--- config.mk ---
export PLATFORM = sky130hd
export DESIGN_NAME = seq_gen_ctrl
export DESIGN_NICKNAME = d
export VERILOG_FILES = /design/src/rtl/seq_gen_ctrl.sv
export SDC_FILE = /design/constraint.sdc
export NUM_CORES = 1
export LEC_CHECK = 0
export BUFFER_PORTS_ARGS = -buffer_cell sky130_fd_sc_hd__buf_2
export CORE_ASPECT_RATIO = 0.7
export CORE_MARGIN = 2
export CORE_UTILIZATION = 50
export CTS_BUF_LIST = sky130_fd_sc_hd__clkbuf_4
export CTS_CLUSTER_DIAMETER = 80
export DETAILED_ROUTE_END_ITERATION = 10
export PLACE_DENSITY = 0.74
export SYNTH_ARGS = -nofsm -noshare
export SYNTH_HDL_FRONTEND = slang
export SYNTH_SLANG_ARGS = --single-unit
export TNS_END_PERCENT = 10
--- constraint.sdc ---
create_clock -name clk -period 2.55 [get_ports clk]
set_input_delay 0.255 -clock clk [delete_from_list [all_inputs] [get_ports clk]]
set_output_delay 0.255 -clock clk [all_outputs]
set_load 0.03 [all_outputs]
--- src/rtl/seq_gen_ctrl.sv ---
// seq_gen_ctrl: programmable serial sequence generator.
// Accepts a pattern descriptor (pattern, length, repeat count) over a valid/ready
// config port and streams the pattern MSB-first on a valid/ready output port,
// once per repetition, with no gap between repetitions. All outputs decode from
// registered state, so no input reaches an output combinationally.
module seq_gen_ctrl #(
  parameter int PAT_W = 16,
  parameter int LEN_W = 5,
  parameter int REP_W = 8
) (
  input  logic             clk,
  input  logic             rst,
  input  logic             cfg_valid,
  output logic             cfg_ready,
  input  logic [PAT_W-1:0] cfg_pattern,
  input  logic [LEN_W-1:0] cfg_len,
  input  logic [REP_W-1:0] cfg_reps,
  input  logic             abort,
  output logic             dout,
  output logic             dout_valid,
  input  logic             dout_ready,
  output logic             dout_last,
  output logic             busy,
  output logic             done,
  output logic             err
);

  // A bit index only has to address PAT_W positions.
  localparam int IDX_W = (PAT_W > 1) ? $clog2(PAT_W) : 1;
  localparam logic [LEN_W-1:0] PAT_W_L = LEN_W'(PAT_W);
  localparam logic [REP_W-1:0] REP_ONE = REP_W'(1);

  typedef enum logic [1:0] {IDLE, RUN, DONE} state_t;

  state_t           state, state_nx;
  logic [PAT_W-1:0] pat_q;
  logic [IDX_W-1:0] bit_idx;
  logic [IDX_W-1:0] len_m1;
  logic [REP_W-1:0] rep_cnt;
  logic             err_q;

  logic cfg_bad;
  logic cfg_take;
  logic xfer;
  logic final_bit;

  assign cfg_bad   = (cfg_len == '0) || (cfg_len > PAT_W_L) || (cfg_reps == '0);
  assign cfg_take  = (state == IDLE) && cfg_valid && !cfg_bad;
  assign xfer      = (state == RUN) && dout_ready;
  assign final_bit = (bit_idx == '0) && (rep_cnt == REP_ONE);

  // Next-state decode: abort wins over a completing transfer, so an aborted
  // run never reports done.
  always_comb begin
    state_nx = state;
    case (state)
      IDLE: if (cfg_take) state_nx = RUN;
      RUN: begin
        if (abort)                  state_nx = IDLE;
        else if (xfer && final_bit) state_nx = DONE;
      end
      DONE:    state_nx = IDLE;
      default: state_nx = IDLE;
    endcase
  end

  // State register.
  always_ff @(posedge clk) begin
    if (rst) state <= IDLE;
    else     state <= state_nx;
  end

  // Descriptor latch, bit/repeat counters and the error pulse.
  always_ff @(posedge clk) begin
    if (rst) begin
      pat_q   <= '0;
      bit_idx <= '0;
      len_m1  <= '0;
      rep_cnt <= '0;
      err_q   <= 1'b0;
    end else begin
      err_q <= (state == IDLE) && cfg_valid && cfg_bad;
      if (cfg_take) begin
        pat_q   <= cfg_pattern;
        bit_idx <= IDX_W'(cfg_len - 1'b1);
        len_m1  <= IDX_W'(cfg_len - 1'b1);
        rep_cnt <= cfg_reps;
      end else if (xfer && !abort) begin
        if (bit_idx != '0) begin
          bit_idx <= bit_idx - 1'b1;
        end else if (rep_cnt > REP_ONE) begin
          rep_cnt <= rep_cnt - 1'b1;
          bit_idx <= len_m1;
        end
      end
    end
  end

  // Outputs are gated by state so they read 0 outside a run.
  assign cfg_ready  = (state == IDLE);
  assign dout_valid = (state == RUN);
  assign dout       = (state == RUN) && pat_q[bit_idx];
  assign dout_last  = (state == RUN) && final_bit;
  assign busy       = (state != IDLE);
  assign done       = (state == DONE);
  assign err        = err_q;

endmodule

=== Word-level counts from Yosys, hierarchy flattened ===
Cells that the tools add are included.

* Flip-flop bits (word level): 35
* Input bits: 34
* Output and inout port bits: 7
* Logic and storage cells: 57

* $add $sub $neg: 3
* $lt $le $gt $ge: 3
* Equal/unequal tests: 6
* Multiplexer cells: 14
* Reductions and logical operators: 25

{| class="wikitable"
|+ Operator list
! kind !! count
|-
| 8-bit 2-to-1 mux || 4
|-
| 4-bit 2-to-1 mux || 4
|-
| 1-bit logical AND || 9
|-
| 8-bit by 1-bit equality test with 1-bit output (second input constant) || 1
|-
| 8-bit by 1-bit greater-than comparator with 1-bit output (second input constant) || 1
|-
| 8-bit logical NOT || 1
|-
| 4-bit by 1-bit subtractor with 4-bit output (second input constant) || 2
|-
| 8-bit by 1-bit subtractor with 8-bit output (second input constant) || 1
|-
| 2-bit 2-to-1 mux || 3
|-
| 2-bit nonzero test || 3
|-
| 5-bit greater-than comparator (second input constant) || 1
|-
| 5-bit logical NOT || 1
|-
| 4-bit by 5-bit < comparator with 1-bit output (second input constant) || 1
|-
| 1-bit binary-select mux with 4-bit select || 1
|-
| 4-bit logical NOT || 1
|-
| 2-bit case mux with 2 select lines || 1
|-
| 2-bit AND reduction || 2
|-
| 4-bit nonzero test || 1
|-
| 3-bit by 2-bit inequality test with 1-bit output (second input constant) || 1
|-
| 3-bit AND reduction || 1
|-
| 3-bit nonzero test || 1
|-
| 2-bit by 1-bit equality test with 1-bit output (second input constant) || 1
|-
| 2-bit equality test (second input constant) || 1
|-
| 1-bit logical NOT || 2
|-
| 5 further kinds || 6
|}

=== Longest topological paths before layout ===
Gate-level depths: netlist (run 1).

* Depth after elaboration: 7
* Depth in mapped cells: 9
* Gate-level depth less buffers: 7

=== Least setup slack after synthesis (run 1) ===
Ideal clock, no wire load.

* Path type: reg2reg
* Start point: register bit_idx[0]
* End point: register rep_cnt[4]
* Setup time: 91 ps
* Data arrival time: 2137 ps
* Data required time: 2459 ps
* Slack: 322 ps
* Cell stages (with the launch flop): 10
* Path buffers: 2
* Cells stage by stage: dfxtp_1 -> buf_2 -> inv_1 -> ha_1 -> or3b_2 -> nor2_4 -> and2_4 -> buf_6 -> mux2_4 -> a311oi_1

* Cells in the longest elaborated chain, start to end: 3

{| class="wikitable"
|+ RTL lines
! what !! RTL line !! text
|-
| from (decl) || 37 || <nowiki>logic [IDX_W-1:0] bit_idx;</nowiki>
|-
| from (signal assigned) || 85 || <nowiki>bit_idx <= IDX_W'(cfg_len - 1'b1);</nowiki>
|-
| from (signal assigned) || 90 || <nowiki>bit_idx <= bit_idx - 1'b1;</nowiki>
|-
| from (signal assigned) || 93 || <nowiki>bit_idx <= len_m1;</nowiki>
|-
| 4-bit nonzero test || 89 || <nowiki>if (bit_idx != '0) begin</nowiki>
|-
| 2-bit inequality test (no line) || - ||
|-
| 3-bit AND reduction (no line) || - ||
|-
| to (signal assigned) || 87 || <nowiki>rep_cnt <= cfg_reps;</nowiki>
|-
| to (signal assigned) || 92 || <nowiki>rep_cnt <= rep_cnt - 1'b1;</nowiki>
|-
| to (decl) || 39 || <nowiki>logic [REP_W-1:0] rep_cnt;</nowiki>
|}

Every way passes these cells.
A chain may end at the register's enable or synchronous reset.

=== Worst setup path in the final report (run 1) ===
* Start point: register bit_idx[0]
* End point: output dout

* Cells in the longest elaborated chain, start to end: 3

{| class="wikitable"
|+ RTL lines
! what !! RTL line !! text
|-
| 1-bit binary-select mux with 4-bit select || 102 || <nowiki>assign dout = (state == RUN) && pat_q[bit_idx];</nowiki>
|-
| 1-bit 2-to-1 mux (not written as such) || 102 ||
|-
| 1-bit logical AND || 102 ||
|-
| to (decl) || 19 || <nowiki>output logic dout,</nowiki>
|}

Every way passes these cells. The select of a mux whose other input is x is not followed.

==> reports/results.ini, run 1 <==
[die]
die_h_um=54.92
ios=41
rows=18
fp.dieW_um=76.74
core_area_um2=3536
initial_core_util_pct=52.37
die-area_um2=4214

[sta]
tightest_slew_ns=0.6345
setup_viol=0
fin_skew_ns=0.01224
rsz0062_at_grt=false
finalMaxSlewViolations=0
tns_ns=0
slew-limit-headroom_pct=57.70
whs_ns=0.1366
finalWorstSetupSlack_ns=0.1778
fmax_mhz=421.5
period_share_pct=93.03
finalHoldViolations=0
fin_crit_ns=2.372

[worst_setup_path]
critPathRequiredTime_ns=2.30
reg2reg_slack_ns=0.29
rr_startpoint=bit_idx[1]
cpPeakStageDelay_ns=0.53
rr_worst_depth=7
critical_path.startpoint_type=register
crit_path_cell_trace=mux4_2 -> mux4_2 -> and2_1 -> buf_2
path_delay_family=multiplexers
critPathCaptureType=output port
arrival_ns=2.12
path_buf_inv=1
cpMaxStageDelayCell=mux4_2
cp_common_cell=mux4_2
critical_path_class=reg -> out
r2r-end=rep_cnt[4]
worstPathMaxFanout=9

[detailed_routing]
ant_nets=0
vias=1694
drc=0
totalWireLength_um=4349
first_pass_iters=5
drt-initial-drc-count=170
post_drt_wl_per_cell_um=13.98
vias_per_cell=5.447

[grt]
grt_use_total_pct=22.21
grt_pass1_vias=1469
grt_max_degree=35
overflow=0
grt_pass1_wl_um=7086
antenna_found_initial=0

[yosys]
async_flop_share_pct=0
synth.avg_cell_area_um2=8.341
synth-edff-count=0
synth_fp_nets=260
syn_area_um2=1852
synth_cell_types=52
seq_area_frac_synth_pct=37.84
ys_warn_count=0
ys_ff_latch=35
postSynthCellCount=222
synth_ff_type=dfxtp_1

[min_path]
hold_class=in -> reg
hp-start=abort
min_to=state[1]
hold-path-cell-count=2

[flow_run]
cap_violations=0

[placement]
placement.io_buffers=40
place_ws_ns=0.2261
gp_congestion=0.9808
place_hpwl_um=3158
dpl_cell_area_um2=2082

[cells_and_area]
drive_gt1_share_pct=25.29
utilization_pct=60.40
n_antenna_cell=0
nNetsFinal=298
area_growth_pct=15.34
stdcell_area_um2=2136

[power_and_ir_drop]
p_per_area_nw_per_um2=540.6
p_seq_share_pct=53.1
switching_power_mw=0.3606
p_clk_share_pct=24.9
ir_drop_mv=0.3320
p_int_mw=0.7940
swShare_pct=31.24
pwr-share-comb_pct=22.0
leakage_nw=0.8492

[clocking]
clkLatencyLatePin_ns=0.34
cts_tree=done
cts_sinks=35
root_buffer=clkbuf_4
cts_max_level=2
cts_hold_buf=0
cts_buffer_depth=2
cts_buffers=5
clk_transition_reported_paths_ns=0.10

[run_status]
run_status=finished, final reports clean

==> worst register-to-register path: stages (launching register included) <==
cell	delay, ns
dfxtp_1	0.40
inv_1	0.10
ha_1	0.25
or3b_2	0.52
nor2_4	0.17
and2_4	0.20
mux2_4	0.30
a311oi_1	0.23
==> stage by stage <==
step	cells	power [mW]
2_1_floorplan	222	0.7957
3_3_place_gp	303	0.8706
3_5_place_dp	303	0.8762
4_1_cts	311	1.160
5_1_grt	311	1.227
6_report	311	1.155
==> registers in the layout (all words and copies together), names as in the netlist <==
| signal | cells |
|---|---|
| rep_cnt | 8 |
| bit_idx | 4 |
| pat_q | 16 |
| err | 1 |
| state | 2 |
| len_m1 | 4 |
==> placed cells by master (no fill, tap or decap), types with 3 or more instances in the layout <==
cell / Yosys / routed
nand2_1: 48 / 48
buf_4: 0 / 3
and2_1: 4 / 4
dfxtp_1: 35 / 34
nor3_1: 3 / 3
a31oi_1: 6 / 6
nor3b_1: 3 / 3
nand3_1: 7 / 7
buf_2: 2 / 40
a21oi_1: 27 / 27
clkbuf_4: 0 / 5
nor2_1: 5 / 5
mux4_2: 5 / 5
nor2b_1: 3 / 3
o21a_1: 6 / 6
o21ai_0: 3 / 3
nor4_1: 3 / 3
ha_1: 4 / 4
inv_1: 9 / 9
==> Yosys cell counts (all sizes together) (2+ instances only) <==
library cell,number,area (um2)
nand4,2,12.51
and2,6,41.29
a32oi,2,17.52
inv,9,33.78
nand3,8,45.04
nor3,5,35.03
nor2b,3,18.77
a31oi,6,37.54
nor4,3,18.77
o22ai,2,12.51
a21oi,27,135.1
mux4,5,112.6
xnor2,2,17.52
o21a,6,45.04
nor3b,4,35.03
buf,4,25.02
dfxtp,35,700.7
ha,4,50.05
a22oi,2,15.01
nor2,6,30.03
nand2,48,180.2
a211oi,2,15.01
clkbuf,8,30.03
o21ai,3,15.01
==> area by class of cell <==
cell class / instances / area [um2]
fillers: 317 / 1400
multi-input cells: 166 / 1062
flip-flops and latches: 35 / 701.9
repair buffers: 43 / 222.7
well taps: 50 / 62.56
clock buffers: 5 / 37.54
inverters: 9 / 33.78
clock inverters: 3 / 15.01
==> power by group through the flow <==
stage                     logic [mW]  registers (mW)  clock network, mW
after detailed placement       0.252           0.624                  0
final                          0.254           0.614              0.287
after floorplan                0.182           0.613                  0
after global placement         0.247           0.624                  0
after CTS                      0.253           0.612              0.295
after global routing           0.284           0.618              0.325
==> cells by family (layout without fill, tap and decap cells) <==
logic type                 Yosys count  count (layout)  synth area share (%)
muxes                                6               6                 6.892
DFF                                 35              35                 37.84
xor gates and xnor gates             3               3                 1.419
buffers and inverters               21              60                 4.797
adders and majority gates            4               4                 2.703
AOI/OAI and AO/OA                   60              60                 20.47
and+or+nand+nor                     93              93                 25.88
==> layer usage <==
layer / up-vias / global-route usage, % / wire length, um
met5: - / 0 / 0
met4: 0 / 8.485 / 42
met3: 7 / 6.656 / 319
met2: 59 / 29.97 / 1748
met1: 751 / 32.86 / 2238
li1: 877 / - / -
==> worst max path at each step <==
stage               slack (ns)       start         end  depth (start not counted)
floorplan                 0.32  bit_idx[0]  rep_cnt[4]                          9
finish                    0.18  bit_idx[0]        dout                          4
global placement          0.31  bit_idx[0]  rep_cnt[4]                          7
global route              0.09  bit_idx[0]        dout                          4
detailed placement        0.23  bit_idx[0]  rep_cnt[4]                          7
CTS                       0.02  bit_idx[0]        dout                          4
==> what timing repair did <==
| item | in CTS | in global routing |
|---|---|---|
| setup buffers | 0 | 0 |
| resized for setup | 0 | 1 |
| endpoints found under the setup margin | 0 | 1 |
Power figures use the tool's default switching activity.
==> inputs of run 2 (changes only) <==
- PLACE_DENSITY: 0.74 -> 0.77
- SETUP_SLACK_MARGIN: unset -> 0.4
==> run 2 against run 1 <==
Compared with the run above: clock skew is 0.0022 ns lower; clock power is 74% higher; first-iteration DRC count is 12% lower; power grew 19%; via count increased by 4.6%; worst setup slack improved by 0.089 ns; utilization is 2.5 points higher; routed wire length grew 0.71%; sequential share of layout area is 1.2 points lower; register-to-register slack is essentially flat; largest cell class unchanged.
==> reports/results.ini, run 2 (synthesis results as in run 1) <==
[clocking]
cts_hold_buf=0  ; unchanged
cts_buffer_depth=2  ; unchanged
clk_transition_reported_paths_ns=0.12  ; +0.02 ns
root_buffer=clkbuf_4
cts_tree=done
cts_buffers=5  ; unchanged
clkLatencyLatePin_ns=0.34  ; about the same
cts_max_level=2  ; unchanged
cts_sinks=35  ; unchanged

[sta]
rsz0062_at_grt=true
whs_ns=0.1210  ; -0.01568 ns
setup_viol=0  ; unchanged
fmax_mhz=438.0  ; +3.9%
tightest_slew_ns=0.6049  ; -0.02960 ns
finalMaxSlewViolations=0  ; unchanged
slew-limit-headroom_pct=59.67  ; +2.0 points
fin_crit_ns=2.283  ; -0.08904 ns
finalHoldViolations=0  ; unchanged
period_share_pct=89.54  ; -3.5 points
fin_skew_ns=0.009999  ; -0.002244 ns
tns_ns=0  ; unchanged

[power_and_ir_drop]
pwr-share-comb_pct=19.2  ; -2.8 points
ir_drop_mv=0.4284  ; +29%
swShare_pct=26.98  ; -4.3 points
p_seq_share_pct=44.5  ; -8.6 points
p_per_area_nw_per_um2=618.5  ; +14%
leakage_nw=0.8847  ; +4.2%
switching_power_mw=0.3713  ; +2.9%
total_power_mw=1.376  ; +19%
p_int_mw=1.005  ; +27%
p_clk_share_pct=36.3  ; +11 points

[cells_and_area]
area_growth_pct=20.13
nNetsFinal=299  ; +0.34%
reg_top3=pat_q: 16 flops, rep_cnt: 8 flops
drive_gt1_share_pct=27.10  ; +1.8 points
regMostFlops=pat_q
n_antenna_cell=0  ; unchanged
final_cell_mix=nand2_1 (48), buf_2 (39), dfxtp_1 (34)
nFillCells=340  ; +7.3%
stdcell_area_um2=2225  ; +4.2%
fin_cells=312  ; +0.32%
layout_commonest_cell=nand2_1
largest_reg_flops=16  ; unchanged

[grt]
grt_max_degree=35  ; unchanged
grt_pass1_wl_um=7217  ; +1.8%
grt_pass1_vias=1507  ; +2.6%
antenna_found_initial=0  ; unchanged
grt_use_total_pct=22.35  ; +0.15 points
overflow=0  ; unchanged

[min_path]
min_to=state[1]
hold-path-cell-count=2  ; unchanged
hold_class=in -> reg
hp-start=abort

[worst_setup_path]
critPathCaptureType=output port
r2r-end=rep_cnt[4]
rr_startpoint=bit_idx[0]
rr_worst_depth=8  ; +1
reg2reg_slack_ns=0.28  ; about the same
critical_path.startpoint_type=register
critical_path_class=reg -> out
arrival_ns=2.03  ; -0.09 ns
critPathRequiredTime_ns=2.30  ; about the same
worstPathMaxFanout=5  ; -4

[placement]
placement.io_buffers=40  ; unchanged
place_hpwl_um=3218  ; +1.9%
dpl_cell_area_um2=2100  ; +0.84%
gp_congestion=0.8846  ; -9.8%
dp_cells=303  ; unchanged

[detailed_routing]
vias=1772  ; +4.6%
vias_per_cell=5.679  ; +4.3%
post_drt_wl_per_cell_um=14.04  ; +0.39%
drt-initial-drc-count=149  ; -12%
ant_nets=0  ; unchanged
totalWireLength_um=4380  ; +0.71%
first_pass_iters=6  ; +1
drc=0  ; unchanged

[die]
fp.dieW_um=76.74  ; unchanged
core_area_um2=3536  ; unchanged
initial_core_util_pct=52.37  ; unchanged
die-area_um2=4214  ; unchanged
ios=41  ; unchanged
die_h_um=54.92  ; unchanged
rows=18  ; unchanged

[flow_run]
cap_violations=0  ; unchanged

[run_status]
run_status=finished, final reports clean

[run 2: worst max-delay path: stages, from the launching register on]
cell     delay, ns
dfxtp_4       0.41
mux4_2        0.50
mux4_2        0.49
and2_4        0.16
buf_6         0.13
[run 2: power by group through the flow]
stage          registers [mW]  logic [mW]  clock network, mW
3_3_place_gp            0.625       0.255                  0
4_1_cts                 0.612       0.263              0.508
3_5_place_dp            0.625       0.259                  0
2_1_floorplan           0.614       0.185                  0
5_1_grt                 0.617       0.294              0.532
6_report                0.612       0.264              0.500
[run 2: how the worst max path moves through the flow]
stage / cells after the start / slack [ns] / endpoint / startpoint
final: 4 / 0.27 / dout / bit_idx[0]
after global routing: 4 / 0.19 / dout / bit_idx[0]
after CTS: 4 / 0.24 / dout / bit_idx[0]
after detailed placement: 7 / 0.36 / rep_cnt[4] / bit_idx[0]
after global placement: 4 / 0.40 / dout / bit_idx[0]
after floorplan: 9 / 0.44 / rep_cnt[4] / bit_idx[0]
[run 2: layout make-up]
type / count / area, um2 / area share, %
multi-input combinational: 166 / 1070 / 48.09
sequential: 35 / 704.4 / 31.66
timing repair buffer: 44 / 249.0 / 11.19
clock inverter: 3 / 67.56 / 3.037
tap: 50 / 62.56 / 2.812
clock buffer: 5 / 37.54 / 1.687
inverter: 9 / 33.78 / 1.519
[run 2: metal layers]
layer	vias to the layer above	GRT usage (%)	routed length, um	share of wire, %
li1	874	-	-	-
met1	803	32.26	2157	49
met2	90	33.19	1753	40
met3	5	5.844	435	9.9
met4	0	6.364	34	0.78
met5	-	0	0	0
[run 2: stage by stage]
step	setup WS, ns	util (%)
3_5_place_dp	0.3600	59.38
4_1_cts	0.2426	62.92
2_1_floorplan	0.4365	-
3_3_place_gp	0.4038	59.38
5_1_grt	0.1895	62.92
6_report	0.2668	62.92
[run 2: repair_timing]
item | in CTS | in global routing
gates cloned | 0 | 0
resized for setup | 5 | 0
pin swaps | 1 | 0
endpoints found under the setup margin | 3 | 5
setup buffers | 1 | 0
